File: config.mk
export PLATFORM = sky130hd
export DESIGN_NAME = ddr_dq_sequencer_flat
export DESIGN_NICKNAME = d
export VERILOG_FILES = /design/src/rtl/ddr_dq_sequencer_if.sv /design/src/rtl/ddr_dq_sequencer.sv /design/src/flat_wrapper.sv
export SDC_FILE = /design/constraint.sdc
export NUM_CORES = 1
export LEC_CHECK = 0
export ABC_AREA = 1
export ABC_CLOCK_PERIOD_IN_PS = 7800
export CAP_MARGIN = 20
export CORE_MARGIN = 2
export CORE_UTILIZATION = 40
export DETAILED_ROUTE_END_ITERATION = 12
export PLACE_DENSITY = 0.74
export SYNTH_ARGS = -nofsm -noshare
export SYNTH_HDL_FRONTEND = slang
export SYNTH_SLANG_ARGS = --single-unit
File: constraint.sdc
create_clock -name PCLK -period 7.8 [get_ports PCLK]
set_input_delay 1.95 -clock PCLK [delete_from_list [all_inputs] [get_ports PCLK]]
set_output_delay 1.95 -clock PCLK [all_outputs]
set_load 0.05 [all_outputs]
File: src/rtl/ddr_dq_sequencer_if.sv
// Bus-side channels of the DQ burst sequencer: command,
// write data (ready-paced) and read data (valid-only).
interface ddr_dq_sequencer_if #(
   parameter int WIDTH = 16
);
   logic               cmd_valid_i;
   logic               cmd_ready_o;
   logic               cmd_write_i;
   logic [3:0]         cmd_len_i;
   logic               wr_valid_i;
   logic               wr_ready_o;
   logic [2*WIDTH-1:0] wr_data_i;
   logic               rd_valid_o;
   logic               rd_last_o;
   logic [2*WIDTH-1:0] rd_data_o;
   logic               err_underrun_o;

   modport master (
      output cmd_valid_i, cmd_write_i, cmd_len_i,
      output wr_valid_i, wr_data_i,
      input  cmd_ready_o, wr_ready_o,
      input  rd_valid_o, rd_last_o, rd_data_o,
      input  err_underrun_o
   );

   modport slave (
      input  cmd_valid_i, cmd_write_i, cmd_len_i,
      input  wr_valid_i, wr_data_i,
      output cmd_ready_o, wr_ready_o,
      output rd_valid_o, rd_last_o, rd_data_o,
      output err_underrun_o
   );
endinterface

File: src/rtl/ddr_dq_sequencer.sv
// Burst sequencer for one lane of PCLK-rate DDR IOBs: frames write
// bursts with OEN pre/postamble and collects read beats after latency.
module ddr_dq_sequencer #(
   parameter int WIDTH     = 16,
   parameter int WR_LAT    = 2,
   parameter int RD_LAT    = 6,
   parameter int PREAMBLE  = 1,
   parameter int POSTAMBLE = 1,
   parameter int TURN      = 2
) (
   input  logic             PCLK,
   input  logic             RESET,
   ddr_dq_sequencer_if.slave bus,
   output logic [WIDTH-1:0] phy_oen_o,
   output logic [WIDTH-1:0] phy_d0_o,
   output logic [WIDTH-1:0] phy_d1_o,
   input  logic [WIDTH-1:0] phy_q0_i,
   input  logic [WIDTH-1:0] phy_q1_i
);
   typedef enum logic [2:0] {
      IDLE, WLAT, WPRE, WDATA, WPOST, RLAT, RDATA
   } state_e;

   state_e             state_q, state_d;
   logic [4:0]         lat_q, lat_d;
   logic [3:0]         beat_q, beat_d;
   logic [3:0]         len_q, len_d;
   logic [2:0]         turn_q, turn_d;
   logic               err_q;
   logic               oen_q;
   logic [WIDTH-1:0]   d0_q, d1_q;
   logic               rd_valid_q, rd_last_q;
   logic [2*WIDTH-1:0] rd_data_q;
   logic               rd_block, accept, take, wdrive, rsample;

   // Reads wait out the bus turnaround; writes never do.
   assign rd_block = bus.cmd_valid_i & ~bus.cmd_write_i
                   & (turn_q != 3'd0);
   assign bus.cmd_ready_o = (state_q == IDLE) & ~rd_block & ~RESET;
   assign accept = bus.cmd_valid_i & bus.cmd_ready_o;

   always_comb begin
      state_d = state_q;
      lat_d   = lat_q;
      beat_d  = beat_q;
      len_d   = len_q;
      turn_d  = (turn_q != 3'd0) ? turn_q - 3'd1 : turn_q;
      unique case (state_q)
         IDLE: begin
            if (accept) begin
               len_d  = bus.cmd_len_i;
               beat_d = 4'd0;
               if (bus.cmd_write_i) begin
                  state_d = WLAT;
                  lat_d   = 5'(WR_LAT - 1);
               end else if (RD_LAT > 1) begin
                  state_d = RLAT;
                  lat_d   = 5'(RD_LAT - 2);
               end else begin
                  state_d = RDATA;
               end
            end
         end
         WLAT: begin
            if (lat_q != 5'd0) begin
               lat_d = lat_q - 5'd1;
            end else if (PREAMBLE > 0) begin
               state_d = WPRE;
               lat_d   = 5'(PREAMBLE - 1);
            end else begin
               state_d = WDATA;
            end
         end
         WPRE: begin
            if (lat_q != 5'd0) lat_d = lat_q - 5'd1;
            else               state_d = WDATA;
         end
         WDATA: begin
            if (beat_q != len_q) begin
               beat_d = beat_q + 4'd1;
            end else if (POSTAMBLE > 0) begin
               state_d = WPOST;
               lat_d   = 5'(POSTAMBLE - 1);
            end else begin
               state_d = IDLE;
               turn_d  = 3'(TURN);
            end
         end
         WPOST: begin
            if (lat_q != 5'd0) begin
               lat_d = lat_q - 5'd1;
            end else begin
               state_d = IDLE;
               turn_d  = 3'(TURN);
            end
         end
         RLAT: begin
            if (lat_q != 5'd0) lat_d = lat_q - 5'd1;
            else               state_d = RDATA;
         end
         RDATA: begin
            if (beat_q != len_q) beat_d = beat_q + 4'd1;
            else                 state_d = IDLE;
         end
         default: state_d = IDLE;
      endcase
   end

   // Pins are loaded from the next state, so a beat is taken one cycle
   // before it shows on D.
   assign take    = (state_d == WDATA);
   assign wdrive  = (state_d == WPRE) | take | (state_d == WPOST);
   assign rsample = (state_q == RDATA);

   always_ff @(posedge PCLK or posedge RESET) begin
      if (RESET) begin
         state_q    <= IDLE;
         lat_q      <= 5'd0;
         beat_q     <= 4'd0;
         len_q      <= 4'd0;
         turn_q     <= 3'd0;
         err_q      <= 1'b0;
         oen_q      <= 1'b1;
         d0_q       <= '0;
         d1_q       <= '0;
         rd_valid_q <= 1'b0;
         rd_last_q  <= 1'b0;
         rd_data_q  <= '0;
      end else begin
         state_q    <= state_d;
         lat_q      <= lat_d;
         beat_q     <= beat_d;
         len_q      <= len_d;
         turn_q     <= turn_d;
         err_q      <= err_q | (take & ~bus.wr_valid_i);
         oen_q      <= ~wdrive;
         d0_q       <= (take & bus.wr_valid_i)
                     ? bus.wr_data_i[WIDTH-1:0] : '0;
         d1_q       <= (take & bus.wr_valid_i)
                     ? bus.wr_data_i[2*WIDTH-1:WIDTH] : '0;
         rd_valid_q <= rsample;
         rd_last_q  <= rsample & (beat_q == len_q);
         if (rsample) rd_data_q <= {phy_q1_i, phy_q0_i};
      end
   end

   assign bus.wr_ready_o     = take;
   assign bus.err_underrun_o = err_q;
   assign bus.rd_valid_o     = rd_valid_q;
   assign bus.rd_last_o      = rd_last_q;
   assign bus.rd_data_o      = rd_data_q;
   assign phy_oen_o          = {WIDTH{oen_q}};
   assign phy_d0_o           = d0_q;
   assign phy_d1_o           = d1_q;
endmodule

File: src/flat_wrapper.sv
// flat-port wrapper written by rule: the top's interface ports become plain ports
module ddr_dq_sequencer_flat 
#(
   parameter int WIDTH     = 16,
   parameter int WR_LAT    = 2,
   parameter int RD_LAT    = 6,
   parameter int PREAMBLE  = 1,
   parameter int POSTAMBLE = 1,
   parameter int TURN      = 2
)
  (PCLK, RESET, phy_oen_o, phy_d0_o, phy_d1_o, phy_q0_i, phy_q1_i, bus_cmd_valid_i, bus_cmd_write_i, bus_cmd_len_i, bus_wr_valid_i, bus_wr_data_i, bus_cmd_ready_o, bus_wr_ready_o, bus_rd_valid_o, bus_rd_last_o, bus_rd_data_o, bus_err_underrun_o);
  ddr_dq_sequencer_if #(.WIDTH(WIDTH)) bus_i ();
  input  logic PCLK;
  input  logic RESET;
  output logic [WIDTH-1:0] phy_oen_o;
  output logic [WIDTH-1:0] phy_d0_o;
  output logic [WIDTH-1:0] phy_d1_o;
  input  logic [WIDTH-1:0] phy_q0_i;
  input  logic [WIDTH-1:0] phy_q1_i;
  input wire logic [$bits(bus_i.cmd_valid_i)-1:0] bus_cmd_valid_i;
  input wire logic [$bits(bus_i.cmd_write_i)-1:0] bus_cmd_write_i;
  input wire logic [$bits(bus_i.cmd_len_i)-1:0] bus_cmd_len_i;
  input wire logic [$bits(bus_i.wr_valid_i)-1:0] bus_wr_valid_i;
  input wire logic [$bits(bus_i.wr_data_i)-1:0] bus_wr_data_i;
  output wire logic [$bits(bus_i.cmd_ready_o)-1:0] bus_cmd_ready_o;
  output wire logic [$bits(bus_i.wr_ready_o)-1:0] bus_wr_ready_o;
  output wire logic [$bits(bus_i.rd_valid_o)-1:0] bus_rd_valid_o;
  output wire logic [$bits(bus_i.rd_last_o)-1:0] bus_rd_last_o;
  output wire logic [$bits(bus_i.rd_data_o)-1:0] bus_rd_data_o;
  output wire logic [$bits(bus_i.err_underrun_o)-1:0] bus_err_underrun_o;
  assign bus_i.cmd_valid_i = bus_cmd_valid_i;
  assign bus_i.cmd_write_i = bus_cmd_write_i;
  assign bus_i.cmd_len_i = bus_cmd_len_i;
  assign bus_i.wr_valid_i = bus_wr_valid_i;
  assign bus_i.wr_data_i = bus_wr_data_i;
  assign bus_cmd_ready_o = bus_i.cmd_ready_o;
  assign bus_wr_ready_o = bus_i.wr_ready_o;
  assign bus_rd_valid_o = bus_i.rd_valid_o;
  assign bus_rd_last_o = bus_i.rd_last_o;
  assign bus_rd_data_o = bus_i.rd_data_o;
  assign bus_err_underrun_o = bus_i.err_underrun_o;
  ddr_dq_sequencer #(.WIDTH(WIDTH), .WR_LAT(WR_LAT), .RD_LAT(RD_LAT), .PREAMBLE(PREAMBLE), .POSTAMBLE(POSTAMBLE), .TURN(TURN)) u_core (.PCLK(PCLK), .RESET(RESET), .bus(bus_i), .phy_oen_o(phy_oen_o), .phy_d0_o(phy_d0_o), .phy_d1_o(phy_d1_o), .phy_q0_i(phy_q0_i), .phy_q1_i(phy_q1_i));
endmodule
* Yosys cells after proc, flatten, opt, wreduce, memory -nomap -nowiden
Cells that the tools add are included.
Word-level totals: register bits 87, logic and storage cells 79, bits of input ports 73, output and inout port bits 85
Cells by class: muxes and demuxes 23, equal/unequal tests 15, reductions and logical operators 10, bitwise logic cells 16, add/sub/neg operators 3
Operators by type and width (count):
- 2-to-1 mux 3 bit | 12
- 2-to-1 mux 16 bit | 2
- one-hot mux 3 bit (7 select lines) | 1
- 2-to-1 mux 5 bit | 4
- one-hot mux 5 bit (4 select lines) | 1
- == test 3 x 2 -> 1 bit, second input constant | 4
- == test 3 bit, second input constant | 4
- bitwise AND 1 bit | 8
- 2-to-1 mux 4 bit | 2
- one-hot mux 4 bit (2 select lines) | 1
- != test 2 x 1 -> 1 bit, second input constant | 3
- NOT 1 bit | 5
- nonzero test 5 bit | 1
- subtractor 5 x 1 -> 5 bit, second input constant | 1
- adder 4 x 1 -> 4 bit, second input constant | 1
- == test 4 bit | 1
- != test 4 bit | 1
- AND reduction 4 bit | 1
- nonzero test 4 bit | 1
- == test 3 x 1 -> 1 bit, second input constant | 1
- logical NOT 3 bit | 1
- bitwise OR 1 bit | 3
- AND reduction 3 bit | 1
- nonzero test 3 bit | 1
- 6 further kinds | 6

* Logic depth before layout (Yosys ltp)
Gate-level depths: netlist (run 1).
word-level depth 13, mapped depth 12, gate-level depth less buffers 11

* Worst setup path after synthesis (run 1)
Ideal clock, no wire load.
path type input port to output port, start input bus_cmd_valid_i, end output bus_cmd_ready_o, path slack 2994 ps, path buffers 0, arrival 2856 ps, stages on the path 5, required time 5850 ps, cells stage by stage inv_1 > nor2_1 > nand2_1 > nand2_1 > nor2_1
Between the ends: word-level cells in the longest chain between the ends 5
Ends and longest elaborated chain:
- from (decl) | RTL line flat_wrapper.sv:20 | input wire logic [$bits(bus_i.cmd_valid_i)-1:0] bus_cmd_valid_i;
- bitwise AND 1 bit | RTL line ddr_dq_sequencer.sv:37 | assign rd_block = bus.cmd_valid_i & ~bus.cmd_write_i
- bitwise AND 1 bit | RTL line ddr_dq_sequencer.sv:38 | & (turn_q != 3'd0);
- NOT 1 bit | RTL line ddr_dq_sequencer.sv:39 | assign bus.cmd_ready_o = (state_q == IDLE) & ~rd_block & ~RESET;
- bitwise AND 1 bit (2 in a row) | RTL line ddr_dq_sequencer.sv:39
- to (decl) | RTL line flat_wrapper.sv:25 | output wire logic [$bits(bus_i.cmd_ready_o)-1:0] bus_cmd_ready_o;
No other way between the ends.

* Final worst setup path (run 1)
start input bus_cmd_valid_i, end output bus_wr_ready_o
Between the ends: word-level cells in the longest chain between the ends 9
Ends and longest elaborated chain:
- bitwise AND 1 bit | RTL line ddr_dq_sequencer.sv:37
- bitwise AND 1 bit | RTL line ddr_dq_sequencer.sv:38
- NOT 1 bit | RTL line ddr_dq_sequencer.sv:39
- bitwise AND 1 bit (2 in a row) | RTL line ddr_dq_sequencer.sv:39
- bitwise AND 1 bit * | RTL line ddr_dq_sequencer.sv:40 | assign accept = bus.cmd_valid_i & bus.cmd_ready_o;
- 2-to-1 mux 3 bit * | RTL line ddr_dq_sequencer.sv:50 | if (accept) begin
- one-hot mux 3 bit (7 select lines) * | RTL line ddr_dq_sequencer.sv:48 | unique case (state_q)
- net u_core.state_d[0] | RTL line ddr_dq_sequencer.sv:24 | state_e state_q, state_d;
- == test 3 x 2 -> 1 bit * | RTL line ddr_dq_sequencer.sv:111 | assign take = (state_d == WDATA);
- to (decl) | RTL line flat_wrapper.sv:26 | output wire logic [$bits(bus_i.wr_ready_o)-1:0] bus_wr_ready_o;
The timed path passes the listed nets; every way through them passes the cells marked *.

==> key figures, run 1 <==
Placement
  • Detail Placement HPWL: 6730 µm
  • Placed insts: 713
  • Place WS: 1.93 ns
  • Final GP Congestion: 0.793
  • Placed Area: 5670 µm²
  • IO buf count: 157

Detailed routing
  • Final WL: between 9000 and 10000 µm
  • Drt first pass iters: 6
  • DR DRC count: 0
  • DRT iter0 DRCs: around 140
  • WL per Instance: 12.6 µm
  • Vias: 3232
  • ANT nets after route: 0
  • Vias per cell: 4.43

Power
  • Worst VDD drop: 198 µV
  • Leakage: approximately 0.0029 µW
  • Total power: 2460 µW
  • PwrDens: between 400 and 500 nW/µm²

Synth
  • Main combinational cell family by area after synthesis: simple AND/OR/NAND/NOR gates
  • Xor/xnor share of the synthesized area: less than 1%
  • EDFF count, synth: 0
  • #FFs+latches synth: 87
  • FFs w/ async S/R, synth: 100%
  • Adder-cell area share of the yosys netlist: 1.51%
  • Post-Syn Nets: 523
  • Simple-Gate Fraction of Synth Area: 31.3%
  • Post-Syn Instances: 445
  • Complex-gate fraction of the synthesized area: 3.00%
  • Netlist cell types: 34
  • Post-Syn Area: just over 4000 µm²
  • Mux share of post-synthesis cell area: 0%
  • Post-synthesis sequential area ratio: 52.7%
  • Synth warn: 0
  • Synth Flop Type: dfrtp_1
  • Avg Cell Area, Syn: 9.29 µm²

CTS
  • Post-CTS Repair Setup Buffers: 0
  • Number of buffers created by CTS: 9
  • Deepest clock path buffer count: 2
  • Clock-pin transition on the worst setup and hold timing paths: approximately 0.090 ns
  • Skew-Pair Late Insertion Delay: between 0.3 and 0.4 ns
  • Cts hold-fix bufs: 0
  • Root buf cell: clkbuf_8
  • CTS Sinks: 87
  • Post-CTS sizing: 0
  • CTS H-tree lvls: 3
  • TritonCTS clock tree: done

Floorplanning
  • Die height: roughly 110 µm
  • Core area: 10200 µm²
  • Row count: 37
  • Initial Util: 40.6%
  • Die width: 106 µm
  • Ports: 158
  • Die Area: 11200 µm²

GRT
  • Vias in the first global route: ~3200
  • Overall routing resource usage: 17.3%
  • Largest net degree at the start of global routing: 88
  • First-pass GRT wire length: 15300 µm
  • Total grt overflow: 0
  • Antenna violations before repair: 0

Worst setup path
  • CP delay by family, top: buffers and inverters
  • Worst-path fanout max: 10
  • Largest stage delay on the critical path: around 0.69 ns
  • Critical path class: in2out
  • Slowest CP cell: clkdlybuf4s50_1
  • Critical Path AT: 3.91 ns
  • Worst R2R Setup Slack: 5.16 ns
  • Buf/Inv on CP: 3
  • Worst path required time: approximately 5.9 ns
  • CP Cell Sequence: clkdlybuf4s50_1 -> inv_1 -> nor2_1 -> nand2_1 -> nand3_4 -> nand3_4 -> and2_1 -> clkdlybuf4s50_1
  • CP Capture Type: output pin
  • Worst Setup Start Kind: primary input

Timing
  • Fin crit period: about 5.9 ns
  • Final slew viol count: 0
  • RSZ-0062 raised after global routing: false
  • Final setup fails: 0
  • Slew HR: between 30% and 40%
  • Pin slew with the least headroom to its limit: 0.975 ns
  • Final Hold Viols: 0
  • Max Clk Rate: ~0.17 GHz
  • Setup slack after layout: 1.94 ns
  • Final Skew: 0.0172 ns
  • Setup_tns: 0 ns
  • Tcrit/Tclk final: 75.2%

Run status
  • Status: finished, final reports clean

Min path
  • Hold crit path type: reg2reg

Layout
  • Post-route insts no fill: 730
  • Nets: 667
  • Layout area overhead: 43.3%
  • # diodes: 0
  • Share of layout cells above drive strength 1: between 10% and 20%
  • Post-route design area: 5920 µm²

Flow run
  • Max-cap check violation count: 0
==> sequential cells by signal (all words and copies together), names as in the netlist <==
| signal | flops |
|---|---|
| u_core.bus.err_underrun_o | 1 |
| u_core.beat_q | 4 |
| u_core.bus.rd_valid_o | 1 |
| u_core.lat_q | 5 |
| u_core.turn_q | 3 |
| u_core.bus.rd_last_o | 1 |
| u_core.oen_q | 1 |
| u_core.len_q | 4 |
| u_core.state_q | 3 |
| u_core.phy_d1_o | 16 |
| u_core.phy_d0_o | 16 |
| u_core.bus.rd_data_o | 32 |
==> cell usage after synthesis, types with 5 or more instances <==
| cell | number | area, µm² |
|---|---|---|
| a21oi_1 | 6 | 30.0 |
| buf_4 | 16 | 120 |
| clkbuf_1 | 5 | 18.8 |
| dfrtp_1 | 86 | 2150 |
| ha_1 | 5 | 62.6 |
| inv_1 | 54 | 203 |
| inv_2 | 8 | 30.0 |
| nand2_1 | 148 | 556 |
| nand2_2 | 5 | 31.3 |
| nand3_1 | 17 | 85.1 |
| nor2_1 | 18 | 67.6 |
| nor2_4 | 32 | 360 |
| o21ai_0 | 8 | 40.0 |
==> layout by cell type (no fill, tap or decap), types with 4 or more instances in the layout <==
master and n:
a21oi_1 6, clkbuf_8 9, clkdlybuf4s50_1 157, dfrtp_1 86
ha_1 5, inv_1 53, inv_2 8, nand2_1 148
nand2_2 5, nand2_4 4, nand3_1 17, nor2_1 18
nor2_4 32, o21ai_0 8
==> path summary, 6_finish.rpt <==
path                                            from                        end  depth (start not counted)
max                                  bus_cmd_valid_i             bus_wr_ready_o                          8
min                        u_core.bus.err_underrun_o  u_core.bus.err_underrun_o                          2
max reg2reg                          u_core.lat_q[0]        u_core.phy_d1_o[15]                         11
min reg2reg                u_core.bus.err_underrun_o  u_core.bus.err_underrun_o                          2
max in group asynchronous                      RESET               u_core.oen_q                          4
min in group asynchronous                      RESET          u_core.state_q[0]                          3
==> area by class of cell <==
cell class,instances,area [µm²]
Fill cell,884,4260
Sequential cell,87,2180
Timing Repair Buffer,159,1610
Multi-Input combinational cell,269,1510
Inverter,63,238
Tap cell,136,170
Clock buffer,9,124
Clock inverter,7,103
==> logic make-up (layout without fill, tap and decap cells) <==
group / Yosys count / in the layout
XOR/XNOR: 3 / 3
AND/OR/NAND/NOR: 239 / 239
AO/OA/AOI/OAI: 22 / 22
adder cells (fa/ha/maj): 5 / 5
buffers and inverters: 89 / 238
flip-flops: 87 / 87
==> worst register-to-register path: cells and delay by family (launching register included) <==
| family | cells | cell delay (ns) |
|---|---|---|
| buf+inv | 3 | 0.31 |
| flops | 1 | 0.37 |
| fa+ha+maj | 1 | 0.21 |
| simple gates | 7 | 1.63 |
==> per-layer routing <==
| layer | track usage [%] | share of wire, % | up-vias |
|---|---|---|---|
| met2 | 28.2 | 49 | 110 |
| li1 | - | - | 1606 |
| met5 | 0 | 0 | - |
| met4 | 8.36 | 2.9 | 0 |
| met1 | 20.4 | 40 | 1497 |
| met3 | 6.25 | 8.2 | 19 |
==> power by group <==
part,total (µW),switching (µW),internal [µW]
Sequential,690,91.0,599
Combinational,1410,954,453
Clock,360,175,185
Total,2460,1220,1240
==> stage by stage <==
step,util [%],hold WS [ns]
after floorplan,-,0.441
after detailed placement,55.7,0.453
final,58.2,0.468
after CTS,57.9,0.476
after global routing,58.2,0.492
after global placement,55.7,0.448
No activity file was read; power rests on OpenSTA's default activity.
==> run 2: changes to the inputs <==
Settings changed: ABC_CLOCK_PERIOD_IN_PS 7800 to 5700.
Clock period 7.8 ns to 5.7 ns, I/O delays scaled along.
==> key figures, run 2 (synthesis gave the netlist of run 1 again) <==
Run status
  • Status: finished, final reports clean (unchanged)

Detailed routing
  • Vias: 3298 (was 3232)
  • Drt first pass iters: 4 (was 6)
  • Max Used Layer: met4 (unchanged)
  • Vias per cell: 4.52 (was 4.43)
  • Final WL: 9730 µm (was 9180 µm)
  • DRT iter0 DRCs: 219 (was 138)
  • Routed wl met2: 4900 µm (was 4510 µm)
  • DR WL met3: 773 µm (was 757 µm)
  • WL per Instance: 13.3 µm (was 12.6 µm)
  • Wl on met1: 3840 µm (was 3650 µm)
  • ANT nets after route: 0 (unchanged)
  • DR DRC count: 0 (unchanged)

GRT
  • Vias in the first global route: 3441 (was 3216)
  • Largest net degree at the start of global routing: 55 (was 88)
  • First-pass GRT wire length: 16200 µm (was 15300 µm)
  • Antenna violations before repair: 0 (unchanged)
  • Overall routing resource usage: 18.1% (was 17.3%)
  • Total grt overflow: 0 (unchanged)

Floorplanning
  • Die height: 106 µm (unchanged)
  • Ports: 158 (unchanged)
  • Die Area: 11200 µm² (unchanged)
  • Core area: 10200 µm² (unchanged)
  • Row count: 37 (unchanged)
  • Initial Util: 40.6% (unchanged)
  • Die width: 106 µm (unchanged)

CTS
  • TritonCTS clock tree: done (unchanged)
  • CTS H-tree lvls: 3 (unchanged)
  • Post-CTS Repair Setup Buffers: 0 (unchanged)
  • Root buf cell: clkbuf_8 (unchanged)
  • Cts hold-fix bufs: 0 (unchanged)
  • Clock-pin transition on the worst setup and hold timing paths: 0.08 ns (was 0.09 ns)
  • Deepest clock path buffer count: 2 (unchanged)
  • Skew-Pair Late Insertion Delay: 0.36 ns (about the same)
  • Number of buffers created by CTS: 9 (unchanged)
  • CTS Sinks: 87 (unchanged)
  • Post-CTS sizing: 0 (unchanged)

Layout
  • Multi-input logic area: 1510 µm² (unchanged)
  • Post-route insts no fill: 730 (unchanged)
  • # diodes: 0 (unchanged)
  • Nets: 667 (unchanged)
  • Layout area overhead: 42.5% (was 43.3%)
  • Fin util: 57.9% (was 58.2%)
  • Max FFs per register: 32 (unchanged)
  • FF/Latch Area: 2180 µm² (unchanged)
  • Most common cell after layout, fill and taps aside: clkdlybuf4s50_1 (unchanged)
  • Share of layout cells above drive strength 1: 13.0% (was 13.1%)
  • Most frequent cells in the layout: 157 x clkdlybuf4s50_1, 148 x nand2_1, 86 x dfrtp_1, 53 x inv_1, 32 x nor2_4 (unchanged)
  • Fill cells: 921 (was 884)

Worst setup path
  • Buf/Inv on CP: 3 (unchanged)
  • CP Capture Type: output pin (unchanged)
  • Worst path required time: 4.28 ns (was 5.85 ns)
  • Slowest CP cell: clkdlybuf4s50_1 (unchanged)
  • Worst-path fanout max: 10 (unchanged)
  • Largest stage delay on the critical path: 0.69 ns (about the same)
  • Critical Path AT: 3.41 ns (was 3.91 ns)
  • CP delay by family, top: buffers and inverters (unchanged)
  • Critical path class: in2out (unchanged)
  • Worst Setup Start Kind: primary input (unchanged)
  • CP Cell Sequence: clkdlybuf4s50_1 -> inv_1 -> nor2_1 -> nand2_1 -> nand3_4 -> nand3_4 -> and2_1 -> clkdlybuf4s50_1 (unchanged)

Flow run
  • Max-cap check violation count: 0 (unchanged)

Timing
  • Final Skew: 0.0196 ns (was 0.0172 ns)
  • Final Hold Viols: 0 (unchanged)
  • Pin slew with the least headroom to its limit: 0.984 ns (was 0.975 ns)
  • Slew HR: 34.0% (was 34.6%)
  • Fin crit period: between 4 and 5 ns
  • Max Clk Rate: between 0.2 and 0.25 GHz
  • RSZ-0062 raised after global routing: false (unchanged)
  • Final slew viol count: 0 (unchanged)
  • Setup_tns: 0 ns (unchanged)
  • Final setup fails: 0 (unchanged)
  • Tcrit/Tclk final: 84.7%

Placement
  • Final GP Congestion: 0.805 (was 0.793)
  • Detail Placement HPWL: 7160 µm (was 6730 µm)
  • Placed insts: 713 (unchanged)
  • IO buf count: 157 (unchanged)

Min path
  • Hold crit path type: reg2reg (unchanged)

Power
  • PwrDens: 564 nW/µm² (was 415 nW/µm²)
  • Worst VDD drop: 339 µV (was 198 µV)
  • Leakage: 0.00284 µW (was 0.00286 µW)
-- run 2: final timing paths --
| path | start | endpoint | slack [ns] | cells after the start |
|---|---|---|---|---|
| worst max-delay path | bus_cmd_valid_i | bus_wr_ready_o | 0.87 | 8 |
| worst min-delay path | u_core.bus.rd_data_o[16] | u_core.bus.rd_data_o[16] | 0.49 | 2 |
| worst max register to register | u_core.lat_q[0] | u_core.phy_d0_o[14] | 3.09 | 11 |
| worst min register to register | u_core.bus.rd_data_o[16] | u_core.bus.rd_data_o[16] | 0.49 | 2 |
| max in group asynchronous | RESET | u_core.phy_d0_o[8] | 3.35 | 4 |
| min in group asynchronous | RESET | u_core.lat_q[0] | 1.37 | 2 |
-- run 2: area by class of cell --
| class | count | share of cell area [%] |
|---|---|---|
| inverters | 63 | 4.03 |
| well taps | 136 | 2.89 |
| multi-input cells | 269 | 25.5 |
| repair buffers | 159 | 27.3 |
| flip-flops and latches | 87 | 37.0 |
| clock buffers | 10 | 2.17 |
| clock inverters | 6 | 1.17 |
-- run 2: per-layer routing --
metal	vias up	track usage [%]
li1	1605	-
met1	1566	20.8
met2	110	30.8
met3	17	6.25
met4	0	7.71
met5	-	0
-- run 2: per-stage QoR --
| step | hold slack (ns) | total power (µW) | setup WS (ns) | area [µm²] |
|---|---|---|---|---|
| 2_1_floorplan | 0.441 | 2370 | 1.94 | 4140 |
| 3_3_place_gp | 0.448 | 2850 | 0.907 | 5670 |
| 3_5_place_dp | 0.465 | 2900 | 0.857 | 5670 |
| 4_1_cts | 0.487 | 3350 | 0.857 | 5870 |
| 5_1_grt | 0.516 | 3530 | 0.761 | 5890 |
| 6_report | 0.488 | 3320 | 0.870 | 5890 |
-- run 2: worst register-to-register path, cell delays in order, from the launching register on --
cell and delay, ns:
dfrtp_1 0.36, inv_1 0.10, ha_1 0.21, inv_1 0.05
nor2_1 0.03, nand2_1 0.28, inv_1 0.14, nor2_1 0.21
nor2_4 0.06, nand3_4 0.10, nand3_4 0.65, nor2_4 0.32
-- run 2: where the power goes --
| part | switching, µW | internal [µW] | leakage, µW |
|---|---|---|---|
| Combinational | 1320 | 619 | 0.00162 |
| Sequential | 127 | 819 | 0.00112 |
| Clock | 232 | 206 | 0.0000973 |
| Total | 1680 | 1640 | 0.00284 |
==> run 3: changes to the inputs <==
Settings changed: ABC_CLOCK_PERIOD_IN_PS 5700 to 4950.
Clock period 5.7 ns to 4.95 ns, I/O delays scaled along.
==> key figures, run 3 (synthesis gave the netlist of run 1 again) <==
Detailed routing
  • ANT nets after route: 0 (unchanged)
  • Vias per cell: 4.51 (was 4.52)
  • Vias: 3294 (was 3298)
  • DR DRC count: 0 (unchanged)
  • WL per Instance: 13.0 µm (was 13.3 µm)
  • Final WL: 9520 µm (was 9730 µm)
  • DRT iter0 DRCs: 162 (was 219)
  • Drt first pass iters: 4 (unchanged)

Timing
  • Fin crit period: 4.46 ns
  • Slew HR: 34.3% (was 34.0%)
  • Final Skew: 0.0216 ns (was 0.0196 ns)
  • Max Clk Rate: 0.224 GHz
  • Final slew viol count: 0 (unchanged)
  • Final setup fails: 0 (unchanged)
  • RSZ-0062 raised after global routing: false (unchanged)
  • Tcrit/Tclk final: 90.2%
  • Pin slew with the least headroom to its limit: 0.980 ns (was 0.984 ns)
  • Setup_tns: 0 ns (unchanged)
  • Final Hold Viols: 0 (unchanged)

Placement
  • IO buf count: 157 (unchanged)
  • Final GP Congestion: 0.848 (was 0.805)
  • Detail Placement HPWL: 7130 µm (was 7160 µm)

Layout
  • Most common cell after layout, fill and taps aside: clkdlybuf4s50_1 (unchanged)
  • Nets: 667 (unchanged)
  • Share of layout cells above drive strength 1: 13.1% (was 13.0%)
  • Fin util: 58.0% (was 57.9%)
  • Layout area overhead: 42.9% (was 42.5%)
  • Fill cells: 871 (was 921)
  • Max FFs per register: 32 (unchanged)
  • # diodes: 0 (unchanged)
  • Most frequent cells in the layout: 157 x clkdlybuf4s50_1, 148 x nand2_1, 86 x dfrtp_1, 53 x inv_1, 32 x nor2_4 (unchanged)

CTS
  • Deepest clock path buffer count: 2 (unchanged)
  • Number of buffers created by CTS: 9 (unchanged)
  • Clock-pin transition on the worst setup and hold timing paths: 0.09 ns (was 0.08 ns)
  • CTS Sinks: 87 (unchanged)
  • CTS H-tree lvls: 3 (unchanged)
  • Cts hold-fix bufs: 0 (unchanged)
  • Post-CTS sizing: 0 (unchanged)
  • Post-CTS Repair Setup Buffers: 0 (unchanged)
  • TritonCTS clock tree: done (unchanged)
  • Skew-Pair Late Insertion Delay: 0.36 ns (about the same)
  • Root buf cell: clkbuf_8 (unchanged)

Flow run
  • Max-cap check violation count: 0 (unchanged)

GRT
  • First-pass GRT wire length: 15800 µm (was 16200 µm)
  • Overall routing resource usage: 17.7% (was 18.1%)
  • Largest net degree at the start of global routing: 45 (was 55)
  • Vias in the first global route: 3281 (was 3441)
  • Antenna violations before repair: 0 (unchanged)
  • Total grt overflow: 0 (unchanged)

Worst setup path
  • Worst Setup Start Kind: primary input (unchanged)
  • Critical path class: in2out (unchanged)
  • Worst-path fanout max: 10 (unchanged)
  • Worst path required time: 3.71 ns (was 4.28 ns)
  • Critical Path AT: 3.23 ns (was 3.41 ns)
  • CP Capture Type: output pin (unchanged)

Floorplanning
  • Ports: 158 (unchanged)
  • Die Area: 11200 µm² (unchanged)
  • Die height: 106 µm (unchanged)
  • Die width: 106 µm (unchanged)
  • Initial Util: 40.6% (unchanged)
  • Row count: 37 (unchanged)
  • Core area: 10200 µm² (unchanged)

Power
  • Leakage: 0.00285 µW (was 0.00284 µW)
  • Worst VDD drop: 319 µV (was 339 µV)
  • PwrDens: 657 nW/µm² (was 564 nW/µm²)

Min path
  • Hold crit path type: reg2reg (unchanged)

Run status
  • Status: finished, final reports clean (unchanged)
==> run 3: cell count changes in the layout (fill, tap and decap cells not counted), sizes merged <==
cell,before,now
bufinv,1,2
inv,63,62
==> run 3: path summary, 6_finish.rpt <==
path / slack (ns) / from / endpoint / cells after the start
max in group asynchronous: 2.77 / RESET / u_core.bus.rd_data_o[13] / 3
max reg2reg: 2.31 / u_core.lat_q[0] / u_core.phy_d1_o[15] / 11
max: 0.49 / bus_cmd_valid_i / bus_wr_ready_o / 8
min reg2reg: 0.48 / u_core.bus.err_underrun_o / u_core.bus.err_underrun_o / 2
min: 0.48 / u_core.bus.err_underrun_o / u_core.bus.err_underrun_o / 2
min in group asynchronous: 1.26 / RESET / u_core.turn_q[1] / 2
==> run 3: final cells by class <==
type	instances	area, µm²	share of cell area (%)
clock buffer	10	138	2.33
inverter	63	238	4.02
timing repair buffer	159	1590	26.9
clock inverter	6	92.6	1.57
tap	136	170	2.88
multi-input combinational	269	1510	25.5
sequential	87	2180	36.9
==> run 3: through the flow <==
stage / power [µW] / hold WS, ns / cell area, µm² / setup WS (ns) / std cells
after detailed placement: 3330 / 0.460 / 5680 / 0.485 / 714
after CTS: 3920 / 0.481 / 5910 / 0.482 / 730
final: 3880 / 0.475 / 5910 / 0.485 / 730
after global routing: 4120 / 0.499 / 5910 / 0.334 / 730
after global placement: 3280 / 0.449 / 5680 / 0.526 / 714
after floorplan: 2730 / 0.441 / 4140 / 1.46 / 445
==> run 3: power breakdown <==
part / switching (µW) / internal (µW) / leakage [µW]
Combinational: 1520 / 712 / 0.00162
Clock: 270 / 302 / 0.000114
Sequential: 141 / 943 / 0.00112
==> run 3: routing by layer <==
metal	wire (µm)	vias to the layer above	global-route usage [%]
met3	810	12	6.25
li1	-	1609	-
met5	0	-	0
met4	138	0	6.58
met1	3750	1549	20.1
met2	4820	124	30.8
==> run 3: worst max-delay path: stages <==
cell,delay (ns)
clkdlybuf4s50_1,0.53
inv_1,0.06
nor2_1,0.13
nand2_1,0.14
nand3_4,0.18
nand3_4,0.11
and2_1,0.15
clkdlybuf4s50_1,0.69
